File: src/rtl/bc_param_ctrl_if.sv
// Key/vsync inputs and committed brightness/contrast outputs of bc_param_ctrl.
// master drives keys and vsync; slave is the sequencer.
interface bc_param_ctrl_if;
  logic [7:0]  mode;
  logic        vs_in;
  logic [11:0] brightness_o;
  logic [11:0] contrast_o;
  logic        param_upd;
  logic        pending;

  modport master (
    output mode, vs_in,
    input  brightness_o, contrast_o, param_upd, pending
  );

  modport slave (
    input  mode, vs_in,
    output brightness_o, contrast_o, param_upd, pending
  );
endinterface

File: src/rtl/bc_param_ctrl.sv
// Key-driven brightness/contrast sequencer: edits shadow registers with
// saturating steps and auto-repeat, commits them only on a frame start.
module bc_param_ctrl #(
  parameter int STEP_S     = 10,
  parameter int STEP_L     = 50,
  parameter int B_MIN      = -255,
  parameter int B_MAX      = 255,
  parameter int C_MAX      = 1023,
  parameter int C_RST      = 256,
  parameter int REPEAT_DLY = 25000000,
  parameter int REPEAT_PER = 5000000,
  parameter int CNT_W      = 25
) (
  input  logic            axi_clk,
  input  logic            rst,
  bc_param_ctrl_if.slave  bus
);

  typedef enum logic [1:0] {IDLE, DELAY, REPEAT} state_e;

  localparam logic [CNT_W-1:0]   DLY_M1  = CNT_W'(REPEAT_DLY - 1);
  localparam logic [CNT_W-1:0]   PER_M1  = CNT_W'(REPEAT_PER - 1);
  localparam logic signed [12:0] STEP_S13 = 13'(STEP_S);
  localparam logic signed [12:0] STEP_L13 = 13'(STEP_L);
  localparam logic signed [12:0] B_MIN13  = 13'(B_MIN);
  localparam logic signed [12:0] B_MAX13  = 13'(B_MAX);
  localparam logic signed [12:0] C_MAX13  = 13'(C_MAX);

  // ---------------- input synchronisers ----------------
  // key bit i corresponds to mode[4+i]
  logic [3:0] key_s1_q, key_s1_d, key_s2_q, key_s2_d, key_s3_q, key_s3_d;
  logic       vs_s1_q, vs_s1_d, vs_s2_q, vs_s2_d, vs_s3_q, vs_s3_d;
  logic       sel_s1_q, sel_s1_d, sel_s2_q, sel_s2_d;
  logic [3:0] press;
  logic       vs_rise;
  logic       unused_mode;

  assign unused_mode = ^bus.mode[2:0];

  always_comb begin
    key_s1_d = bus.mode[7:4];
    key_s2_d = key_s1_q;
    key_s3_d = key_s2_q;
    vs_s1_d  = bus.vs_in;
    vs_s2_d  = vs_s1_q;
    vs_s3_d  = vs_s2_q;
    sel_s1_d = bus.mode[3];
    sel_s2_d = sel_s1_q;
  end

  assign press   = key_s2_q & ~key_s3_q;
  assign vs_rise = vs_s2_q & ~vs_s3_q;

  // lowest index wins: mode[4] > mode[5] > mode[6] > mode[7]
  logic [1:0] pkey;
  logic       any_press;
  always_comb begin
    pkey = 2'd3;
    if      (press[0]) pkey = 2'd0;
    else if (press[1]) pkey = 2'd1;
    else if (press[2]) pkey = 2'd2;
  end
  assign any_press = |press;

  // ---------------- FSM ----------------
  state_e           state_q, state_d;
  logic [1:0]       key_q, key_d;
  logic             sel_q, sel_d;
  logic [CNT_W-1:0] cnt_q, cnt_d;
  logic             hold;
  logic             apply;
  logic [1:0]       akey;
  logic             asel;

  assign hold = key_s2_q[key_q];

  always_ff @(posedge axi_clk) begin
    if (rst) state_q <= IDLE;
    else     state_q <= state_d;
  end

  always_comb begin
    state_d = state_q;
    case (state_q)
      IDLE:    if (any_press) state_d = DELAY;
      DELAY:   if (!hold) state_d = IDLE;
               else if (cnt_q == DLY_M1) state_d = REPEAT;
      REPEAT:  if (!hold) state_d = IDLE;
      default: state_d = IDLE;
    endcase
  end

  always_comb begin
    apply = 1'b0;
    akey  = key_q;
    asel  = sel_q;
    key_d = key_q;
    sel_d = sel_q;
    cnt_d = cnt_q;
    case (state_q)
      IDLE: begin
        if (any_press) begin
          apply = 1'b1;
          akey  = pkey;
          asel  = sel_s2_q;
          key_d = pkey;
          sel_d = sel_s2_q;
          cnt_d = '0;
        end
      end
      DELAY: begin
        if (!hold)                cnt_d = '0;
        else if (cnt_q == DLY_M1) begin apply = 1'b1; cnt_d = '0; end
        else                      cnt_d = cnt_q + 1'b1;
      end
      REPEAT: begin
        if (!hold)                cnt_d = '0;
        else if (cnt_q == PER_M1) begin apply = 1'b1; cnt_d = '0; end
        else                      cnt_d = cnt_q + 1'b1;
      end
      default: cnt_d = '0;
    endcase
  end

  // ---------------- shadow datapath ----------------
  logic [11:0]        b_sh_q, b_sh_d, c_sh_q, c_sh_d;
  logic [11:0]        b_out_q, b_out_d, c_out_q, c_out_d;
  logic               upd_q, upd_d, pend_q, pend_d;
  logic signed [12:0] step, base, sum, lo, hi, clamped;
  logic               changed, commit;

  always_comb begin
    case (akey)
      2'd0:    step = STEP_S13;
      2'd1:    step = -STEP_S13;
      2'd2:    step = STEP_L13;
      default: step = -STEP_L13;
    endcase
    base = asel ? {b_sh_q[11], b_sh_q} : {1'b0, c_sh_q};
    lo   = asel ? B_MIN13 : 13'sd0;
    hi   = asel ? B_MAX13 : C_MAX13;
    sum  = base + step;
    if      (sum < lo) clamped = lo;
    else if (sum > hi) clamped = hi;
    else               clamped = sum;
    changed = apply && (clamped != base);
  end

  // commit always sees the pre-step shadow; a same-cycle edit stays pending
  always_comb begin
    commit  = vs_rise && pend_q;
    b_sh_d  = b_sh_q;
    c_sh_d  = c_sh_q;
    if (changed) begin
      if (asel) b_sh_d = clamped[11:0];
      else      c_sh_d = clamped[11:0];
    end
    pend_d  = changed ? 1'b1 : (commit ? 1'b0 : pend_q);
    b_out_d = commit ? b_sh_q : b_out_q;
    c_out_d = commit ? c_sh_q : c_out_q;
    upd_d   = commit;
  end

  always_ff @(posedge axi_clk) begin
    if (rst) begin
      key_s1_q <= '0; key_s2_q <= '0; key_s3_q <= '0;
      vs_s1_q  <= 1'b0; vs_s2_q <= 1'b0; vs_s3_q <= 1'b0;
      sel_s1_q <= 1'b0; sel_s2_q <= 1'b0;
      key_q    <= '0;
      sel_q    <= 1'b0;
      cnt_q    <= '0;
      b_sh_q   <= '0;
      c_sh_q   <= 12'(C_RST);
      b_out_q  <= '0;
      c_out_q  <= 12'(C_RST);
      upd_q    <= 1'b0;
      pend_q   <= 1'b0;
    end else begin
      key_s1_q <= key_s1_d; key_s2_q <= key_s2_d; key_s3_q <= key_s3_d;
      vs_s1_q  <= vs_s1_d;  vs_s2_q  <= vs_s2_d;  vs_s3_q  <= vs_s3_d;
      sel_s1_q <= sel_s1_d; sel_s2_q <= sel_s2_d;
      key_q    <= key_d;
      sel_q    <= sel_d;
      cnt_q    <= cnt_d;
      b_sh_q   <= b_sh_d;
      c_sh_q   <= c_sh_d;
      b_out_q  <= b_out_d;
      c_out_q  <= c_out_d;
      upd_q    <= upd_d;
      pend_q   <= pend_d;
    end
  end

  assign bus.brightness_o = b_out_q;
  assign bus.contrast_o   = c_out_q;
  assign bus.param_upd    = upd_q;
  assign bus.pending      = pend_q;

endmodule

File: src/flat_wrapper.sv
// flat-port wrapper written by rule: the top's interface ports become plain ports
module bc_param_ctrl_flat 
#(
  parameter int STEP_S     = 10,
  parameter int STEP_L     = 50,
  parameter int B_MIN      = -255,
  parameter int B_MAX      = 255,
  parameter int C_MAX      = 1023,
  parameter int C_RST      = 256,
  parameter int REPEAT_DLY = 25000000,
  parameter int REPEAT_PER = 5000000,
  parameter int CNT_W      = 25
)
  (axi_clk, rst, bus_mode, bus_vs_in, bus_brightness_o, bus_contrast_o, bus_param_upd, bus_pending);
  bc_param_ctrl_if bus_i ();
  input  logic axi_clk;
  input  logic rst;
  input wire logic [$bits(bus_i.mode)-1:0] bus_mode;
  input wire logic [$bits(bus_i.vs_in)-1:0] bus_vs_in;
  output wire logic [$bits(bus_i.brightness_o)-1:0] bus_brightness_o;
  output wire logic [$bits(bus_i.contrast_o)-1:0] bus_contrast_o;
  output wire logic [$bits(bus_i.param_upd)-1:0] bus_param_upd;
  output wire logic [$bits(bus_i.pending)-1:0] bus_pending;
  assign bus_i.mode = bus_mode;
  assign bus_i.vs_in = bus_vs_in;
  assign bus_brightness_o = bus_i.brightness_o;
  assign bus_contrast_o = bus_i.contrast_o;
  assign bus_param_upd = bus_i.param_upd;
  assign bus_pending = bus_i.pending;
  bc_param_ctrl #(.STEP_S(STEP_S), .STEP_L(STEP_L), .B_MIN(B_MIN), .B_MAX(B_MAX), .C_MAX(C_MAX), .C_RST(C_RST), .REPEAT_DLY(REPEAT_DLY), .REPEAT_PER(REPEAT_PER), .CNT_W(CNT_W)) u_core (.axi_clk(axi_clk), .rst(rst), .bus(bus_i));
endmodule
File: config.mk
export PLATFORM = sky130hd
export DESIGN_NAME = bc_param_ctrl_flat
export DESIGN_NICKNAME = d
export VERILOG_FILES = /design/src/rtl/bc_param_ctrl_if.sv /design/src/rtl/bc_param_ctrl.sv /design/src/flat_wrapper.sv
export SDC_FILE = /design/constraint.sdc
export NUM_CORES = 1
export LEC_CHECK = 0
export BUFFER_PORTS_ARGS = -buffer_cell sky130_fd_sc_hd__buf_2
export CAP_MARGIN = 5
export CORE_MARGIN = 8
export CORE_UTILIZATION = 45
export DETAILED_ROUTE_END_ITERATION = 12
export PLACE_DENSITY = 0.7
export SYNTH_ARGS = -nofsm -noshare
export SYNTH_HDL_FRONTEND = slang
export SYNTH_SLANG_ARGS = --single-unit
File: constraint.sdc
create_clock -name axi_clk -period 23.4 [get_ports axi_clk]
set_clock_uncertainty 0.2 [all_clocks]
set_input_delay 1.17 -clock axi_clk [delete_from_list [all_inputs] [get_ports axi_clk]]
set_output_delay 1.17 -clock axi_clk [all_outputs]
set_load 0.01 [all_outputs]
Word-level counts from Yosys, hierarchy flattened
Cells that the tools add are included.

word-level totals
  logic and storage cells = 81
  ROM bits = 0
  memories kept = 0
  register bits after elaboration = 97
  bits in latches = 0
  memory bits (writable) = 0

cells by class
  reductions and logical operators = 9
  shift-type cells = 0
  add/subtract/negate cells = 2
  divide/modulo/power cells = 0
  muxes and demuxes = 34
  equality and inequality tests = 10
  magnitude comparators = 3
  $mul = 0
  bitwise operators = 5

operators with widths
  operator                                                               count
  25-bit two-way mux                                                     5
  25-bit one-hot mux with 3 select lines                                 1
  13-bit two-way mux                                                     4
  13-bit one-hot mux with 3 select lines                                 1
  25-bit by 1-bit adder with 25-bit output (second input constant)       1
  25-bit by 23-bit == test with 1-bit output (second input constant)     1
  25-bit == test (second input constant)                                 1
  2-bit two-way mux                                                      8
  13-bit adder                                                           1
  13-bit greater-than comparator                                         1
  13-bit < comparator                                                    1
  13-bit != test                                                         1
  1-bit two-way mux                                                      11
  10-bit two-way mux                                                     1
  2-bit one-hot mux with 3 select lines                                  1
  4-bit bitwise AND                                                      1
  2-bit by 1-bit == test with 1-bit output (second input constant)       2
  2-bit == test (second input constant)                                  2
  2-bit zero test                                                        2
  4-bit NOT                                                              1
  2-bit AND reduction                                                    2
  4-bit OR reduction                                                     1
  2-bit by 3-bit < comparator with 1-bit output (second input constant)  1
  3-bit != test (second input constant)                                  1
  other kinds (9)                                                        11

Depth between registers and ports, before layout
Gate-level depths: netlist (run 1).

  depth in word-level cells = 16
  depth in mapped cells = 37
  gate-level depth less buffers = 31

Worst setup path after synthesis (run 1)
Ideal clock, no wire load.

  kind = reg-to-reg
  start = register u_core.state_q[0]
  end = register u_core.c_sh_q[5]
  period minus slack after synthesis = 7.500 ns
  data required time = 23.077 ns
  slack = 15.900 ns
  library setup time = 0.123 ns
  path buffers = 4
  data arrival time = 7.177 ns
  stages on the path, launching flop included = 35
  path through = dfxtp_1 inv_1 ha_1 inv_2 a41oi_4 mux2_4 inv_1 clkbuf_1 nand2_1 nand2_1 inv_1 fa_1 nor2b_1 clkbuf_1 o21ai_0 mux2i_1 a31oi_1 a2bb2oi_1 mux2i_1 nor2b_1 clkinv_1 ha_1 inv_1 o211ai_1 or4b_2 a21oi_1 nand4_1 nand3_1 clkbuf_1 o21ai_0 a211o_1 o41ai_2 buf_4 or2_4 mux2_1

on the way
  longest elaborated chain between the ends = 11

RTL lines
  item                                         line                  text
  from (decl)                                  bc_param_ctrl.sv:66   state_e state_q, state_d;
  from (signal assigned)                       bc_param_ctrl.sv:79   else state_q <= state_d;
  2-bit zero test                              bc_param_ctrl.sv:100  case (state_q)
  2-bit two-way mux                            bc_param_ctrl.sv:100
  2-bit == test, or another cell as far along  bc_param_ctrl.sv:133  case (akey)
  13-bit one-hot mux with 3 select lines       bc_param_ctrl.sv:133
  13-bit adder                                 bc_param_ctrl.sv:142  sum = base + step;
  13-bit greater-than comparator               bc_param_ctrl.sv:144  else if (sum > hi) clamped = hi;
  13-bit two-way mux                           bc_param_ctrl.sv:144
  13-bit two-way mux                           bc_param_ctrl.sv:143  if (sum < lo) clamped = lo;
  13-bit != test                               bc_param_ctrl.sv:146  changed = apply && (clamped != base);
  1-bit logical AND                            bc_param_ctrl.sv:146
  2-bit AND reduction (no source line)         n/a
  to (signal assigned)                         bc_param_ctrl.sv:173  c_sh_q <= 12'(C_RST);
  to (signal assigned)                         bc_param_ctrl.sv:186  c_sh_q <= c_sh_d;
  to (decl)                                    bc_param_ctrl.sv:126  logic [11:0] b_sh_q, b_sh_d, c_sh_q, c_sh_d;

Parallel ways exist; a longest one is shown, timed or not.
A chain may end at the register's enable or synchronous reset.

Worst setup path after layout (run 1)
  start = register u_core.state_q[1]
  end = register u_core.b_sh_q[5]

on the way
  longest elaborated chain between the ends = 11

RTL lines
  item                                         line                  text
  2-bit zero test                              bc_param_ctrl.sv:100
  2-bit two-way mux                            bc_param_ctrl.sv:100
  2-bit == test, or another cell as far along  bc_param_ctrl.sv:133
  13-bit one-hot mux with 3 select lines       bc_param_ctrl.sv:133
  13-bit adder                                 bc_param_ctrl.sv:142
  13-bit greater-than comparator               bc_param_ctrl.sv:144
  13-bit two-way mux                           bc_param_ctrl.sv:144
  13-bit two-way mux                           bc_param_ctrl.sv:143
  13-bit != test                               bc_param_ctrl.sv:146
  1-bit logical AND                            bc_param_ctrl.sv:146
  2-bit AND reduction (no source line)         n/a
  to (signal assigned)                         bc_param_ctrl.sv:185  b_sh_q <= b_sh_d;
  to (decl)                                    bc_param_ctrl.sv:126

Parallel ways exist; a longest one is shown, timed or not.

==> results of run 1 <==
==> state kept, by name (all words and copies together) (netlist names), 2 cells and up <==
name                     cells
u_core.cnt_q                25
u_core.bus.contrast_o       12
u_core.key_s1_q              4
u_core.state_q               2
u_core.bus.brightness_o     12
u_core.key_q                 2
u_core.key_s3_q              4
u_core.b_sh_q               12
u_core.key_s2_q              4
u_core.c_sh_q               12
==> per-layer routing <==
layer / up-vias / routed length, um
met5: - / 0
met3: 29 / 813
met4: 0 / 349
met1: 2559 / 7210
li1: 2595 / -
met2: 163 / 7040
==> worst register-to-register path: cells and delay by family, from the launching register on <==
family,cells,cell delay (ns)
and+or+nand+nor,9,2.78
AOI/OAI and AO/OA,8,2.33
buffers and inverters,7,1.40
muxes,4,1.26
adders and majority gates,3,0.99
DFF,1,0.34
==> area by class of cell <==
cell class                      instances  area share
Clock buffer                           12      0.0401
Multi-Input combinational cell        567       0.575
Tap cell                              172      0.0337
Sequential cell                        97       0.304
Timing Repair Buffer                   36      0.0294
Clock inverter                          4     0.00431
Inverter                               23      0.0135
==> power groups by stage <==
stage	clock network, W	logic, W	registers [W]
floorplan	0	0.000231	0.000186
global placement	0	0.000290	0.000189
detailed placement	0	0.000297	0.000190
CTS	0.000145	0.000298	0.000186
global route	0.000153	0.000332	0.000188
finish	0.000142	0.000305	0.000186
==> placed cells by master, fill, tap and decap left out, types with 6 or more instances in the layout <==
cell type    n
nand3_1     25
nor4_1       7
nand2b_1     7
nand2_1    117
a21oi_1     52
o21ai_0     27
xnor2_1     11
dfxtp_1     97
and3_1       6
buf_2       33
and2_1       7
nor2_1      58
inv_1       19
nor3_1      24
xor2_1      18
mux2i_1     26
clkbuf_16    9
nand4_1     10
ha_1        24
nor2b_1     28
a31o_1       7
o211ai_1     8
==> cell usage after synthesis, drive strengths merged (3+ instances only) <==
cell,number
or2,4
and2,7
mux2i,26
nand4,10
xor2,18
or3,4
inv,22
nand3b,3
o31ai,3
o21bai,3
a31o,8
o21ai,28
dfxtp,97
and3,6
nor3,24
mux2,7
a211o,3
o311ai,3
nor4,8
o41ai,7
nand3,25
nand2b,7
o22ai,3
o211ai,8
buf,11
nor2,58
xnor2,12
a31oi,5
ha,24
nor4b,4
a21o,5
a21oi,52
a2111oi,4
and2b,3
nor2b,28
o31a,3
a41oi,4
nand2,117
a211oi,6
o21a,3
clkbuf,27
==> through the flow <==
step                area [um^2]  total power [W]  instances
detailed placement         6110         0.000486        895
global route               6390         0.000672        911
floorplan                  5880         0.000417        725
finish                     6390         0.000633        911
CTS                        6390         0.000630        911
global placement           6110         0.000479        895
==> path summary, 6_finish.rpt <==
kind | start | endpoint | depth (start not counted)
worst max register to register | u_core.state_q[1] | u_core.b_sh_q[5] | 31
worst min register to register | u_core.vs_s1_q | u_core.vs_s2_q | 1
worst min-delay path | u_core.vs_s1_q | u_core.vs_s2_q | 1
worst max-delay path | u_core.state_q[1] | u_core.b_sh_q[5] | 31
==> kinds of logic (layout without fill, tap and decap cells) <==
kind of cell,Yosys count,count (layout),share of synthesized area
AND/OR/NAND/NOR,316,316,0.261
AO/OA/AOI/OAI,162,162,0.202
flip-flops,97,97,0.330
buffers and inverters,61,75,0.0443
multiplexers,34,34,0.0621
XOR/XNOR,30,30,0.0460
adder cells (fa/ha/maj),25,25,0.0545
==> impl_metrics.csv, run 1 <==
group,metric,value,unit
clock_network,clk_pin_slew,0.07,ns
timing,max_freq,106,MHz
routing,via_per_inst,5.87,
routing,vias,5346,
synth,yosys.area.top_type,"dfxtp_1",
synth,ys.warnings.count,0,
timing,hold_ws,0.243,ns
clock_network,cts-htree-levels,3,
timing,worst_pin_slew,1.03,ns
critical_path,worstSetupPathType,"reg -> reg",
grt,grt-busiest-layer,"met2",
layout,drive_above_1_share,0.111,
floorplan,fp-row-count,41,
floorplan,io_pins,37,
routing,postRouteAntennaNets,0,
synth,synth_edf_count,0,
routing,drc_errors,0,
grt,grt_first_pass_wirelength,25.6,mm
grt,track_usage,0.189,
clock_network,post-cts-setup-buffers,0,
routing,drtPass1Iterations,6,
synth,synthCells,725,
critical_path,max_stage_delay,0.63,ns
pwr,clock_power_share,0.224,
grt,grt_overflow,0,
synth,ys_ff_latch,97,
synth,synth_top_cells_by_area,"dfxtp_1 33%, nand2_1 7.5%, ha_1 5.1%",
synth,synthArstFlopShare,0,
synth,netlist_area,0.00588,mm^2
critical_path,cp.arrival,9.46,ns
synth,ys_seq_area_frac,0.330,
floorplan,start_util,0.464,
clock_network,cts_inserted_buffers,9,
synth,synth_ff_type,"dfxtp_1",
grt,antenna_found_initial,0,
pwr,switching_share,0.432,
pwr,p_sw,0.000273,W
routing,wirelength,15.4,mm
synth,syn_nets,761,
clock_network,cts_buffer_depth,2,
clock_network,insertion_delay,0.35,ns
clock_network,cts_tree,"yes",
critical_path,r2r_slack,13.98,ns
floorplan,die_y,130,um
grt,grt_max_degree,59,
timing,rsz0062_at_grt,"false",
timing,finalSetupTns,0,ns
pwr,p_comb_frac,0.482,
pwr,p_leak,2.49,nW
clock_network,ctsResizeCount,0,
placed_design,hpwl,11.1,mm
timing,timing.final.ws_setup,13.98,ns
layout,fillCellCount,1243,
grt,met3_usage,0.0384,
layout,multi_input_area,0.00368,mm^2
layout,final_util,0.504,
floorplan,die-area,0.0170,mm^2
status,outcome,"finished, final reports clean",
floorplan,coreArea,0.0127,mm^2
pwr,intPower,0.000360,W
placed_design,gp_congestion,0.946,
flow_run,maxCapViolations,0,
pwr,vdd_drop_max,0.0000513,V
clock_network,ctsHoldBuffers,0,
critical_path,startpoint_type,"register",
pwr,pwr-share-seq,0.294,
synth,netlist.area_leader.share,0.330,
critical_path,required,23.44,ns
routing,wl_per_cell,16.9,um
layout,antenna_cells,0,
synth,syn_area_per_cell,8.11,um^2
timing,slew_headroom,0.309,
pwr,powerDensity,99.1,mW/mm^2
critical_path,cpLargestDelayFamily,"simple AND/OR/NAND/NOR gates",
layout,fin_nets,770,
critical_path,slowest_stage,"or4b_2",
timing,finalSetupViolations,0,
grt,grt_pass1_vias,5048,
timing,finalCriticalPeriod,9.42,ns
synth,synthDistinctLibCells,83,
hold_path,min_path_type,"reg -> reg",
layout,ff_latch_area,0.00194,mm^2
placed_design,dp_slack,14.23,ns
clock_network,cts_sinks,97,
timing,post-route-period-util,0.402,
grt,met2_usage,0.294,
clock_network,clock-root-buffer,"clkbuf_16",
floorplan,die_width,130,um
critical_path,crit_path_end_kind,"register",
grt,use_met1,0.247,
critical_path,worstPathMaxFanout,39,
timing,timing.final.max_slew_violations,0,
placed_design,io_buffer_count,33,
timing,hold_viol,0,
critical_path,worst-path-buf-inv,7,
routing,first_iter_violations,457,
layout,areaGrowthSynthToFinish,8.73,%
(Power assumes the default switching activity.)
==> inputs of run 2 (changes only) <==
clock period = 9.3 ns   (was 23.4 ns; I/O delays follow)
==> run 2 against run 1 <==
  * Hold slack got worse by 0.12 ns
  * Total power increased to 2.5 times the previous value
  * First-iteration DRC count decreased by 3.3%
  * Clock power increased to 2.6 times the previous value
  * Utilization increased by 0.41 points
  * Critical path depth increased by 1
  * Combinational power increased to 2.5 times the previous value
  * Setup slack got worse by 13 ns
  * Sequential power increased to 2.5 times the previous value
  * Global-route usage decreased by 0.16 points
  * Cell count increased by 0.55%
  * Non-clock buffer count increased by 5
  * Critical path type unchanged
==> impl_metrics.csv, run 2 (same netlist as run 1, synthesis figures left out) <==
group,metric,value,unit
routing,postRouteAntennaNets,0,
critical_path,max_stage_delay,0.62,ns
critical_path,startpoint_type,"register",
timing,hold_viol,0,
floorplan,fp-row-count,41,
critical_path,cpLargestDelayFamily,"simple AND/OR/NAND/NOR gates",
grt,antenna_found_initial,0,
layout,fillCellCount,1258,
layout,drive_above_1_share,0.116,
floorplan,die_width,130,um
pwr,p_total,0.00161,W
routing,wirelength,15.4,mm
placed_design,dp_slack,0.761,ns
floorplan,die-area,0.0170,mm^2
flow_run,maxCapViolations,0,
layout,areaGrowthSynthToFinish,9.62,%
critical_path,worstSetupPathType,"reg -> reg",
critical_path,worst-path-buf-inv,8,
critical_path,crit_path_end_kind,"register",
routing,vias,5405,
grt,grt_pass1_vias,5083,
critical_path,reg2reg_from,"u_core.state_q[0]",
timing,timing.final.max_slew_violations,0,
floorplan,die_y,130,um
clock_network,cts_tree,"yes",
clock_network,clk_pin_slew,0.06,ns
clock_network,ctsHoldBuffers,0,
routing,via_per_inst,5.90,
floorplan,start_util,0.464,
timing,worst_pin_slew,1.03,ns
timing,finalSetupViolations,0,
clock_network,cts_inserted_buffers,9,
timing,slew_headroom,0.314,
routing,first_iter_violations,442,
floorplan,io_pins,37,
hold_path,min_path_type,"in -> reg",
critical_path,timing.critical_path.mode_cell,"inv_1",
timing,hold_ws,0.121,ns
floorplan,coreArea,0.0127,mm^2
critical_path,cp.arrival,8.68,ns
timing,max_freq,116,MHz
layout,final_cell_mix,"117 x nand2_1, 97 x dfxtp_1, 58 x nor2_1",
clock_network,insertion_delay,0.35,ns
status,outcome,"finished, final reports clean",
timing,rsz0062_at_grt,"false",
placed_design,hpwl,11.3,mm
routing,drtPass1Iterations,5,
timing,timing.final.ws_setup,0.662,ns
critical_path,required,9.34,ns
critical_path,worstPathMaxFanout,20,
layout,antenna_cells,0,
critical_path,cp-startpoint,"u_core.state_q[0]",
clock_network,clock-root-buffer,"clkbuf_16",
critical_path,slowest_stage,"or4b_2",
timing,finalCriticalPeriod,8.64,ns
placed_design,gp_congestion,0.926,
grt,grt_first_pass_wirelength,25.4,mm
clock_network,cts_sinks,97,
grt,grt_max_degree,59,
pwr,vdd_drop_max,0.0000923,V
timing,post-route-period-util,0.929,
layout,final_common_cell,"nand2_1",
pwr,p_leak,2.52,nW
grt,grt_overflow,0,
routing,drc_errors,0,
clock_network,cts_buffer_depth,2,
timing,finalSetupTns,0,ns
layout,top_register,"u_core.cnt_q",
placed_design,io_buffer_count,33,
pwr,powerDensity,250,mW/mm^2
layout,fin_nets,775,
clock_network,ctsResizeCount,0,
grt,track_usage,0.187,
clock_network,cts-htree-levels,3,
layout,largest_reg_flops,25,
clock_network,post-cts-setup-buffers,0,
hold_path,hold_path_startpoint,"bus_mode[6]",
routing,wl_per_cell,16.8,um
[run 2: cell count changes in the layout (fill, tap and decap cells not counted), sizes merged]
cell and change:
buf +5, bufinv +1, clkinv -1
[run 2: area by class of cell]
| class | instances | area [um^2] | area share |
|---|---|---|---|
| tap | 172 | 215 | 0.0334 |
| clock buffer | 12 | 246 | 0.0382 |
| clock inverter | 4 | 52.6 | 0.00815 |
| multi-input combinational | 567 | 3680 | 0.571 |
| sequential | 97 | 1940 | 0.301 |
| inverter | 23 | 86.3 | 0.0134 |
| timing repair buffer | 41 | 225 | 0.0349 |
[run 2: power breakdown]
group | switching (W) | leakage, nW | total [W] | internal [W]
clock network | 0.000158 | 0.135 | 0.000374 | 0.000216
registers | 0.0000295 | 0.787 | 0.000469 | 0.000440
logic | 0.000493 | 1.60 | 0.000770 | 0.000277
total | 0.000680 | 2.52 | 0.00161 | 0.000933
[run 2: per-stage QoR]
step                       util  instance area (um^2)  std cells
after global placement    0.485                  6150        900
after floorplan               -                  5880        725
after detailed placement  0.485                  6150        900
after global routing      0.509                  6440        916
final                     0.509                  6440        916
after CTS                 0.509                  6440        916
[run 2: worst register-to-register path: cells and delay by family, from the launching register on]
family	cells	cell delay, ns
simple gates	8	2.50
compound gates	9	2.08
mux	4	1.26
buf+inv	8	1.12
fa+ha+maj	3	1.03
flops	1	0.35
[run 2: layer usage]
layer | vias to the layer above | share of wire | track usage
met5 | - | 0 | 0
met4 | 0 | 0.021 | 0.0827
met3 | 24 | 0.055 | 0.0314
met2 | 162 | 0.45 | 0.293
met1 | 2601 | 0.47 | 0.248
li1 | 2618 | - | -
[run 2: final timing paths]
kind         slack [ns]  cells after the start                 end
max                0.66                     32    u_core.c_sh_q[5]
min reg2reg        0.24                      1  u_core.key_s2_q[3]
max reg2reg        0.66                     32    u_core.c_sh_q[5]
min                0.12                      2  u_core.key_s1_q[2]
==> inputs of run 3 (changes only) <==
CELL_PAD_IN_SITES_DETAIL_PLACEMENT = 0   (was not set)
CELL_PAD_IN_SITES_GLOBAL_PLACEMENT = 1   (was not set)
PLACE_DENSITY = 0.86   (was 0.7)
==> run 3 against run 2 <==
  * Register-to-register slack better by 0.09 ns
  * First-iteration DRC count is 13% lower
  * Critical path depth is 3 lower
  * Sequential share of layout area is 0.15 points lower
  * Setup slack better by 0.094 ns
  * Via count is 1.9% lower
  * Clock power is 1% higher
  * Global-route usage is 0.51 points higher
  * Critical endpoint unchanged
  * Combinational power hardly changed
  * Cell count is 0.11% higher
  * Non-clock buffer count is 1 higher
  * Sequential power hardly changed
==> impl_metrics.csv, run 3 (same netlist as run 1, synthesis figures left out) <==
group,metric,value,unit
status,outcome,"finished, final reports clean",
critical_path,crit_path_end_kind,"register",
layout,largest_reg_flops,25,
timing,finalSetupTns,0,ns
clock_network,ctsResizeCount,0,
pwr,clock_power_share,0.234,
floorplan,die_width,130,um
pwr,p_comb_frac,0.477,
grt,grt_overflow,0,
timing,max_freq,117,MHz
critical_path,worst-path-buf-inv,7,
timing,finalCriticalPeriod,8.54,ns
floorplan,die_y,130,um
critical_path,worstPathMaxFanout,20,
grt,grt_pass1_vias,5233,
timing,timing.final.max_slew_violations,0,
critical_path,slowest_stage,"a211oi_2",
layout,final_area,0.00648,mm^2
placed_design,dp_cells,901,
pwr,p_leak,2.55,nW
placed_design,gp_congestion,0.906,
timing,slew_headroom,0.329,
clock_network,clock-root-buffer,"clkbuf_16",
clock_network,ctsHoldBuffers,0,
floorplan,io_pins,37,
routing,drtPass1Iterations,7,
pwr,p_total,0.00162,W
clock_network,cts_sinks,97,
routing,wirelength,15.7,mm
clock_network,cts_tree,"yes",
layout,fin_nets,776,
clock_network,post-cts-setup-buffers,0,
timing,rsz0062_at_grt,"false",
timing,finalSetupViolations,0,
grt,grt_first_pass_wirelength,26.0,mm
floorplan,die-area,0.0170,mm^2
pwr,switching_share,0.433,
pwr,p_sw,0.000700,W
floorplan,coreArea,0.0127,mm^2
critical_path,timing.critical_path.mode_cell,"ha_1",
critical_path,cp.arrival,8.59,ns
timing,post-route-period-util,0.919,
pwr,pwr-share-seq,0.289,
layout,areaGrowthSynthToFinish,10.2,%
placed_design,hpwl,11.4,mm
clock_network,cts-htree-levels,3,
critical_path,worstSetupPathType,"reg -> reg",
timing,worst_pin_slew,1.00,ns
flow_run,maxCapViolations,0,
critical_path,cpLargestDelayFamily,"compound AO/OA/AOI/OAI gates",
routing,via_per_inst,5.79,
clock_network,cts_buffer_depth,2,
placed_design,io_buffer_count,33,
clock_network,cts_inserted_buffers,9,
grt,antenna_found_initial,0,
layout,fillCellCount,1219,
layout,final-instance-count-excl-fill,917,
layout,final_common_cell,"nand2_1",
layout,antenna_cells,0,
critical_path,required,9.35,ns
layout,top_register,"u_core.cnt_q",
clock_network,clk_pin_slew,0.08,ns
pwr,vdd_drop_max,0.000114,V
routing,drc_errors,0,
floorplan,start_util,0.464,
routing,vias,5305,
layout,drive_above_1_share,0.119,
layout,final_cell_mix,"117 x nand2_1, 97 x dfxtp_1, 58 x nor2_1",
hold_path,min_path_type,"in -> reg",
grt,track_usage,0.192,
routing,first_iter_violations,385,
critical_path,max_stage_delay,0.80,ns
pwr,powerDensity,250,mW/mm^2
routing,wl_per_cell,17.1,um
critical_path,startpoint_type,"register",
placed_design,place_area,0.00617,mm^2
clock_network,insertion_delay,0.36,ns
grt,grt_max_degree,58,
pwr,intPower,0.000917,W
floorplan,fp-row-count,41,
timing,hold_viol,0,
routing,postRouteAntennaNets,0,
[run 3: cell types whose count changed in the layout (fill, tap and decap cells not counted)]
cell and change:
bufinv_16 -1, clkinv_4 +2, clkinv_8 +3, buf_12 +1
clkbuf_8 -1, inv_8 +1, clkinvlp_4 -3, inv_6 +1
clkbuf_1 -2
[run 3: path summary, 6_finish.rpt]
check | from | endpoint | slack (ns) | cells after the start
min reg2reg | u_core.key_s1_q[2] | u_core.key_s2_q[2] | 0.25 | 1
min | bus_vs_in | u_core.vs_s1_q | 0.11 | 2
max reg2reg | u_core.state_q[0] | u_core.c_sh_q[5] | 0.76 | 29
max | u_core.state_q[0] | u_core.c_sh_q[5] | 0.76 | 29
[run 3: routing by layer]
metal | track usage | share of wire | up-vias | wire length (um)
li1 | - | - | 2604 | -
met4 | 0.0772 | 0.020 | 0 | 313
met1 | 0.246 | 0.47 | 2541 | 7420
met2 | 0.310 | 0.46 | 133 | 7230
met5 | 0 | 0 | - | 0
met3 | 0.0384 | 0.046 | 27 | 729
[run 3: area by class of cell]
| class | instances | area [um^2] | share of cell area |
|---|---|---|---|
| multi-input combinational | 567 | 3680 | 0.568 |
| clock inverter | 7 | 86.3 | 0.0133 |
| sequential | 97 | 1940 | 0.300 |
| timing repair buffer | 42 | 245 | 0.0379 |
| clock buffer | 9 | 225 | 0.0348 |
| inverter | 23 | 86.3 | 0.0133 |
| tap | 172 | 215 | 0.0332 |
[run 3: per-stage QoR]
step                      utilization  hold slack [ns]  setup slack [ns]
after CTS                       0.511            0.105             0.904
after global routing            0.511            0.100             0.337
after floorplan                     -            0.214              1.80
final                           0.511            0.113             0.756
after detailed placement        0.487            0.227              1.00
after global placement          0.487            0.226              1.16
[run 3: power by group through the flow]
stage	sequential, W	clock, W	combinational [W]
2_1_floorplan	0.000467	0	0.000582
3_3_place_gp	0.000476	0	0.000742
3_5_place_dp	0.000476	0	0.000756
4_1_cts	0.000467	0.000390	0.000762
5_1_grt	0.000471	0.000405	0.000848
6_report	0.000467	0.000378	0.000771
